**src/rtl/result_sender_if.sv**
```systemverilog
// Handshake and data bundle between the multiplier result, result_sender and uart_tx.
//   start    : one-cycle request to send result
//   result   : packed N_ELEM x ELEM_W matrix, element k = result[k*ELEM_W +: ELEM_W]
//   tx_busy  : busy flag from uart_tx
//   tx_data  : byte presented to uart_tx
//   tx_start : one-cycle launch pulse to uart_tx
//   busy     : high from accepted start until done
//   done     : one-cycle pulse after the last byte finishes
// master = result_sender side, slave = surrounding logic / uart_tx side.
interface result_sender_if #(
  parameter int unsigned N_ELEM = 9,
  parameter int unsigned ELEM_W = 16
) ();
  logic                     start;
  logic [N_ELEM*ELEM_W-1:0] result;
  logic                     tx_busy;
  logic [7:0]               tx_data;
  logic                     tx_start;
  logic                     busy;
  logic                     done;

  modport master (
    input  start, result, tx_busy,
    output tx_data, tx_start, busy, done
  );

  modport slave (
    output start, result, tx_busy,
    input  tx_data, tx_start, busy, done
  );
endinterface

```
**src/rtl/result_sender.sv**
```systemverilog
// result_sender: serializes the packed 3x3 product matrix into a byte stream
// for uart_tx. The matrix is latched on start; an optional header byte is sent
// first, then each element most-significant byte first, one byte per
// tx_start/tx_busy handshake.
// Ports:
//   clk  : clock (uart_tx baud clock domain)
//   rst  : synchronous active-high reset
//   bus  : result_sender_if.master (start, result, tx_busy in;
//          tx_data, tx_start, busy, done out)
module result_sender #(
  parameter int unsigned N_ELEM    = 9,
  parameter int unsigned ELEM_W    = 16,
  parameter int unsigned HEADER_EN = 1,
  parameter logic [7:0]  HEADER    = 8'hA5
) (
  input  logic             clk,
  input  logic             rst,
  result_sender_if.master  bus
);

  localparam int unsigned BPE   = ELEM_W / 8;
  localparam int unsigned NDB   = N_ELEM * BPE;
  localparam int unsigned NB    = HEADER_EN + NDB;
  localparam int unsigned IDX_W = (NB > 1) ? $clog2(NB) : 1;
  localparam logic [IDX_W-1:0] LAST_IDX = IDX_W'(NB - 1);

  typedef enum logic [2:0] {
    IDLE,
    LOAD,
    LAUNCH,
    WAIT_ACK,
    WAIT_DONE,
    FINISH
  } state_e;

  state_e           state_q, state_d;
  logic [IDX_W-1:0] idx_q, idx_d;
  logic [7:0]       tx_data_q, tx_data_d;
  logic             tx_start_q, tx_start_d;
  logic             busy_q, busy_d;
  logic             done_q, done_d;
  logic             load_shadow;

  // Shadow is kept in transmit order (byte p = p-th data byte on the wire),
  // so the send path is a plain index mux with no divide/modulo by BPE.
  logic [7:0] res_bytes [NDB];
  logic [7:0] shadow_q  [NDB];
  logic [7:0] byte_sel;

  for (genvar e = 0; e < N_ELEM; e++) begin : g_elem
    for (genvar b = 0; b < BPE; b++) begin : g_byte
      assign res_bytes[e*BPE + b] = bus.result[e*ELEM_W + (BPE-1-b)*8 +: 8];
    end
  end

  // Index 0 is the header when enabled; data positions are offset by HEADER_EN.
  always_comb begin
    byte_sel = HEADER;
    for (int unsigned p = 0; p < NDB; p++) begin
      if (idx_q == IDX_W'(p + HEADER_EN)) begin
        byte_sel = shadow_q[p];
      end
    end
  end

  always_comb begin
    state_d     = state_q;
    idx_d       = idx_q;
    tx_data_d   = tx_data_q;
    tx_start_d  = 1'b0;
    busy_d      = busy_q;
    done_d      = 1'b0;
    load_shadow = 1'b0;

    unique case (state_q)
      IDLE: begin
        if (bus.start) begin
          load_shadow = 1'b1;
          idx_d       = '0;
          busy_d      = 1'b1;
          state_d     = LOAD;
        end
      end
      LOAD: begin
        tx_data_d = byte_sel;
        state_d   = LAUNCH;
      end
      LAUNCH: begin
        tx_start_d = 1'b1;
        state_d    = WAIT_ACK;
      end
      WAIT_ACK: begin
        if (bus.tx_busy) begin
          state_d = WAIT_DONE;
        end
      end
      WAIT_DONE: begin
        if (!bus.tx_busy) begin
          if (idx_q == LAST_IDX) begin
            done_d  = 1'b1;
            state_d = FINISH;
          end else begin
            idx_d   = idx_q + 1'b1;
            state_d = LOAD;
          end
        end
      end
      FINISH: begin
        busy_d  = 1'b0;
        state_d = IDLE;
      end
      default: begin
        state_d = IDLE;
      end
    endcase
  end

  always_ff @(posedge clk) begin
    if (rst) begin
      state_q    <= IDLE;
      idx_q      <= '0;
      tx_data_q  <= '0;
      tx_start_q <= 1'b0;
      busy_q     <= 1'b0;
      done_q     <= 1'b0;
    end else begin
      state_q    <= state_d;
      idx_q      <= idx_d;
      tx_data_q  <= tx_data_d;
      tx_start_q <= tx_start_d;
      busy_q     <= busy_d;
      done_q     <= done_d;
    end
  end

  // Datapath only; the FSM never reads the shadow outside a sequence.
  always_ff @(posedge clk) begin
    if (load_shadow) begin
      for (int unsigned p = 0; p < NDB; p++) begin
        shadow_q[p] <= res_bytes[p];
      end
    end
  end

  assign bus.tx_data  = tx_data_q;
  assign bus.tx_start = tx_start_q;
  assign bus.busy     = busy_q;
  assign bus.done     = done_q;

endmodule

```
**src/flat_wrapper.sv**
```systemverilog
// flat-port wrapper written by rule: the top's interface ports become plain ports
module result_sender_flat 
#(
  parameter int unsigned N_ELEM    = 9,
  parameter int unsigned ELEM_W    = 16,
  parameter int unsigned HEADER_EN = 1,
  parameter logic [7:0]  HEADER    = 8'hA5
)
  (clk, rst, bus_start, bus_result, bus_tx_busy, bus_tx_data, bus_tx_start, bus_busy, bus_done);
  result_sender_if #(.N_ELEM(N_ELEM), .ELEM_W(ELEM_W)) bus_i ();
  input  logic clk;
  input  logic rst;
  input wire logic [$bits(bus_i.start)-1:0] bus_start;
  input wire logic [$bits(bus_i.result)-1:0] bus_result;
  input wire logic [$bits(bus_i.tx_busy)-1:0] bus_tx_busy;
  output wire logic [$bits(bus_i.tx_data)-1:0] bus_tx_data;
  output wire logic [$bits(bus_i.tx_start)-1:0] bus_tx_start;
  output wire logic [$bits(bus_i.busy)-1:0] bus_busy;
  output wire logic [$bits(bus_i.done)-1:0] bus_done;
  assign bus_i.start = bus_start;
  assign bus_i.result = bus_result;
  assign bus_i.tx_busy = bus_tx_busy;
  assign bus_tx_data = bus_i.tx_data;
  assign bus_tx_start = bus_i.tx_start;
  assign bus_busy = bus_i.busy;
  assign bus_done = bus_i.done;
  result_sender #(.N_ELEM(N_ELEM), .ELEM_W(ELEM_W), .HEADER_EN(HEADER_EN), .HEADER(HEADER)) u_core (.clk(clk), .rst(rst), .bus(bus_i));
endmodule
```
**config.mk**
```make
export PLATFORM = sky130hd
export DESIGN_NAME = result_sender_flat
export DESIGN_NICKNAME = d
export VERILOG_FILES = /design/src/rtl/result_sender_if.sv /design/src/rtl/result_sender.sv /design/src/flat_wrapper.sv
export SDC_FILE = /design/constraint.sdc
export NUM_CORES = 1
export LEC_CHECK = 0
export ABC_AREA = 1
export CORE_MARGIN = 3
export CORE_UTILIZATION = 46
export DETAILED_ROUTE_END_ITERATION = 7
export PLACE_DENSITY = 0.88
export SLEW_MARGIN = 5
export SYNTH_ARGS = -nofsm -noshare
export SYNTH_HDL_FRONTEND = slang
export SYNTH_SLANG_ARGS = --single-unit
```
**constraint.sdc**
```tcl
create_clock -name clk -period 9.2 [get_ports clk]
set_clock_uncertainty 0.15 [all_clocks]
set_input_delay 1.84 -clock clk [delete_from_list [all_inputs] [get_ports clk]]
set_output_delay 1.84 -clock clk [all_outputs]
set_load 0.005 [all_outputs]
```
Yosys cells after proc, flatten, opt, wreduce, memory -nomap -nowiden
Memories as Yosys holds them, arrays and structs flattened.
Cells that the tools add are included.
Widths: inputs -> output; s select.

storage, ports and cells
  output and inout bits = 11
  word-level logic and storage cells = 78
  flip-flop bits (word level) = 19
  memories = 1
  memory bits (writable) = 144
  input port bits = 148

memory list
  memory           depth  width  read ports  clocked after memory_dff  wr ports  line                 text
  u_core.shadow_q  18     8      18          0                         18        result_sender.sv:47  logic [7:0] shadow_q [NDB];

operators by class
  reductions and logical operators = 7
  add/subtract/negate cells = 1
  equality and inequality tests = 27
  bitwise operators = 1
  muxes and demuxes = 35

operators by type and width
  operator             count
  $mux 8               18
  $eq 5x4->1 const B   8
  $eq 5x3->1 const B   4
  $eq 5x5->1 const B   3
  $mux 5               3
  $pmux 3 s5           1
  $mux 3               4
  $eq 5x2->1 const B   2
  $pmux 5 s2           1
  $ne 2x2->1 const B   4
  $mux 1               7
  $eq 3x2->1 const B   2
  $eq 3x3->1 const B   2
  $add 5x1->5 const B  1
  $eq 5x1->1 const B   1
  $reduce_and 4->1     1
  $reduce_bool 2->1    2
  $eq 3x1->1 const B   1
  $logic_not 3->1      1
  $reduce_and 3->1     1
  $reduce_or 3->1      1
  $pmux 1 s2           1
  $reduce_and 2->1     1
  $not 1->1            1

Longest topological paths before layout
  depth in word-level cells = 19
  mapped depth = 26
  mapped depth without buffers = 26

Worst setup path after synthesis
OpenSTA, ideal clock, no wires.

  path type = in2reg
  start point = input bus_tx_busy
  end point = register u_core.idx_q[2]
  data arrival time = 8.957 ns
  data required time = 8.925 ns
  stages on the path = 8
  path buffers = 0
  path slack = -0.032 ns
  setup time = 0.125 ns
  cells stage by stage = nand2_1 -> o31ai_1 -> nor2_1 -> nand2_1 -> nor2_1 -> inv_1 -> nand2_1 -> nor3_1

between the ends
  longest elaborated chain between the ends = 2

RTL lines
  element                            line                  text
  from (decl)                        flat_wrapper.sv:15    input wire logic [$bits(bus_i.tx_busy)-1:0] bus_tx_busy;
  $ne 2x2->1 (no source line)        --
  $reduce_and 4->1 (no source line)  --
  to (signal assigned)               result_sender.sv:128  idx_q <= idx_d;
  to (decl)                          result_sender.sv:37   logic [IDX_W-1:0] idx_q, idx_d;

No other way between the ends.
A chain may end at the register's enable or synchronous reset.

==> reports/metrics.yaml <==
r2r-start: "u_core.idx_q[0]$_SDFFE_PP0P_"
rr_endpoint: "u_core.shadow_q[1][0]$_DFFE_PP_"
fin_nets: 993
fill_cells: 1130
cts-resized-gates: 0
wirelength_um: 16090
route.detailed.drc: 0
path_cells: "clkdlybuf4s50_1, nand2_1, o31ai_1, nor2_1, nand2_1, nor2_4, buf_4, buf_4"
start_util: 0.4783
antenna_found_initial: 0
chipWidth_um: 129.9
slowest_delay_ns: 0.94
core.rowCount: 44
ir_drop_mv: 0.1390
clk_path_buf_depth: 2
ys_seq_area_frac: 0.6667
crit_required_ns: 9.09
cap_violations: 0
ys_ff_latch: 163
htree_levels: 4
ff2ff_path_depth: 11
rsz0062_at_grt: "false"
portBuffers: 158
syn_area_um2: 7057
cts_setup_buffers: 0
ys.flop_type: "edfxtp_1"
leakagePower_nw: 3.646
globalRouteOverflowTotal: 0
place_inst: 1005
die_y_um: 129.9
hold_viol: 0
routed_via_density: 4.905
cpMaxStageDelayCell: "buf_4"
die_area_um2: 16860
grt_use_total: 0.1958
powerDensity_nw_per_um2: 210.4
pre_cts_ws_ns: 4.099
final_cell_mix: "nand2_1 (190), clkdlybuf4s50_1 (158), edfxtp_1 (144)"
dp_hpwl_um: 11920
yosys.area.top_type_share: 0.6128
ys_warn_count: 0
drv_slew: 0
max_freq_ghz: 0.2129
post_route_cells_drive_above_1_share: 0.08792
root_buffer: "clkbuf_16"
synthArstFlopShare: 0
worstSetupStartpointType: "input pin"
hold_class: "reg2reg"
gp_congestion: 0.8470
clk-insertion-delay-late_ns: 0.43
synth_edf_count: 144
period_share: 0.5106
grt_pass1_vias: 5090
min_to: "u_core.bus.tx_data[7]$_SDFFE_PP0P_"
grt_max_degree: 91
fin_setup_tns_ns: 0
synthTopCellsByArea: "edfxtp_1 (61%), nand2_1 (10%), inv_1 (5.5%)"
core_um2: 14750
syn_inst: 675
diodes: 0
layout_commonest_cell: "nand2_1"
setup_viol: 0
slew_headroom: 0.2618
worstHoldStart: "u_core.bus.tx_data[7]$_SDFFE_PP0P_"
syn-num-nets: 828
grt_pass1_wl_um: 24980
drt_iter0_markers: 398
synth.distinct_cells: 33
dr.pass1.iters: 5
clkSlewWorstSetupHoldPaths_ns: 0.06
arrival_ns: 4.59
cts_made_buffers: 17
min_period_ns: 4.697
r2r_slack_ns: 5.27
criticalPathCategory: "in2reg"
status: "finished clean"
num_vias: 5087
layoutNonFillerInstCount: 1037
boundaryPins: 159
cts_tree: "built"
ant_nets: 0
crit_path_end_kind: "flop"
tightest_slew_ns: 1.107
routedWlPerCell_um: 15.52
layout_setup_ws_ns: 4.503
path_max_fanout: 90
layout-area-overhead-vs-synth_pct: 32.52
synth_top_area_cell: "edfxtp_1"
avgSynthCellArea_um2: 10.45
tritoncts_num_sinks: 163
cts_hold_repair.buffers: 0
hold_path_depth: 2
[cell type report]
type                    count  area [um2]  area share
inverters                 109       409.1     0.04375
multi-input cells         389        1861      0.1990
flip-flops and latches    163        4705      0.5031
clock inverters            13       117.6     0.01258
well taps                 184       230.2     0.02462
clock buffers              19       432.9     0.04629
repair buffers            160        1597      0.1707
[sequential cells by signal, summed over array words and instances, names as in the netlist]
| register | flops |
|---|---|
| u_core.idx_q | 5 |
| u_core.bus.tx_start | 1 |
| u_core.bus.tx_data | 8 |
| u_core.state_q | 3 |
| u_core.bus.busy | 1 |
| u_core.shadow_q | 144 |
| u_core.bus.done | 1 |
[worst max path at each step]
| stage | from | end | slack (ns) | cells past startpoint |
|---|---|---|---|---|
| after floorplan | bus_tx_busy | u_core.idx_q[2]$_SDFFE_PP0P_ | 2.45 | 8 |
| after global placement | bus_tx_busy | u_core.shadow_q[1][4]$_DFFE_PP_ | 4.24 | 8 |
| after detailed placement | bus_tx_busy | u_core.shadow_q[0][1]$_DFFE_PP_ | 4.10 | 8 |
| after CTS | bus_tx_busy | u_core.shadow_q[2][0]$_DFFE_PP_ | 4.54 | 8 |
| after global routing | bus_tx_busy | u_core.shadow_q[2][0]$_DFFE_PP_ | 4.28 | 8 |
| final | bus_tx_busy | u_core.shadow_q[1][0]$_DFFE_PP_ | 4.50 | 8 |
[stage by stage]
stage	instance area [um2]	utilization	hold WS [ns]	total power, mW
2_1_floorplan	7059	-	0.2888	1.178
6_report	9351	0.6338	0.3148	1.967
5_1_grt	9351	0.6338	0.3385	2.054
3_3_place_gp	8801	0.5965	0.3043	1.298
3_5_place_dp	8801	0.5965	0.3066	1.316
4_1_cts	9351	0.6338	0.3166	1.977
[worst max-delay path: cells and delay by family]
family	cells	cell delay (ns)
AO/OA/AOI/OAI	1	0.10
buffers and inverters	3	1.95
AND/OR/NAND/NOR	4	0.55
[layer usage]
layer / up-vias / GRT usage / share of wire
li1: 2548 / - / -
met1: 2315 / 0.2399 / 0.40
met2: 183 / 0.3321 / 0.52
met3: 41 / 0.03193 / 0.046
met4: 0 / 0.1070 / 0.034
met5: - / 0 / 0
[cell usage after synthesis (2+ instances only)]
master	count
a21oi_1	12
a21oi_2	4
buf_2	6
buf_6	4
clkbuf_1	4
clkinv_1	2
dfxtp_1	19
edfxtp_1	144
ha_1	5
inv_1	103
inv_2	4
nand2_1	190
nand2_2	2
nand3_1	41
nand4_1	5
nor2_1	21
nor2_2	3
nor3_1	8
nor4_1	2
o21ai_0	48
o21ai_1	3
o22ai_1	5
o31ai_1	2
or2_0	2
or2_2	28
[kinds of logic (layout without fill, tap and decap cells)]
group                    Yosys count  in the layout  share of synthesized area
AND/OR/NAND/NOR                  309            309                     0.1965
buffers and inverters            123            301                    0.07074
adder cells (fa/ha/maj)            5              5                   0.008865
flip-flops                       163            163                     0.6667
AO/OA/AOI/OAI                     75             75                    0.05727
[power breakdown]
part	switching (mW)	internal, mW	total (mW)	leakage [nW]
Clock	0.273	0.393	0.666	0.262
Combinational	0.190	0.119	0.309	1.84
Sequential	0.0344	0.958	0.992	1.54
(Power assumes the default switching activity.)
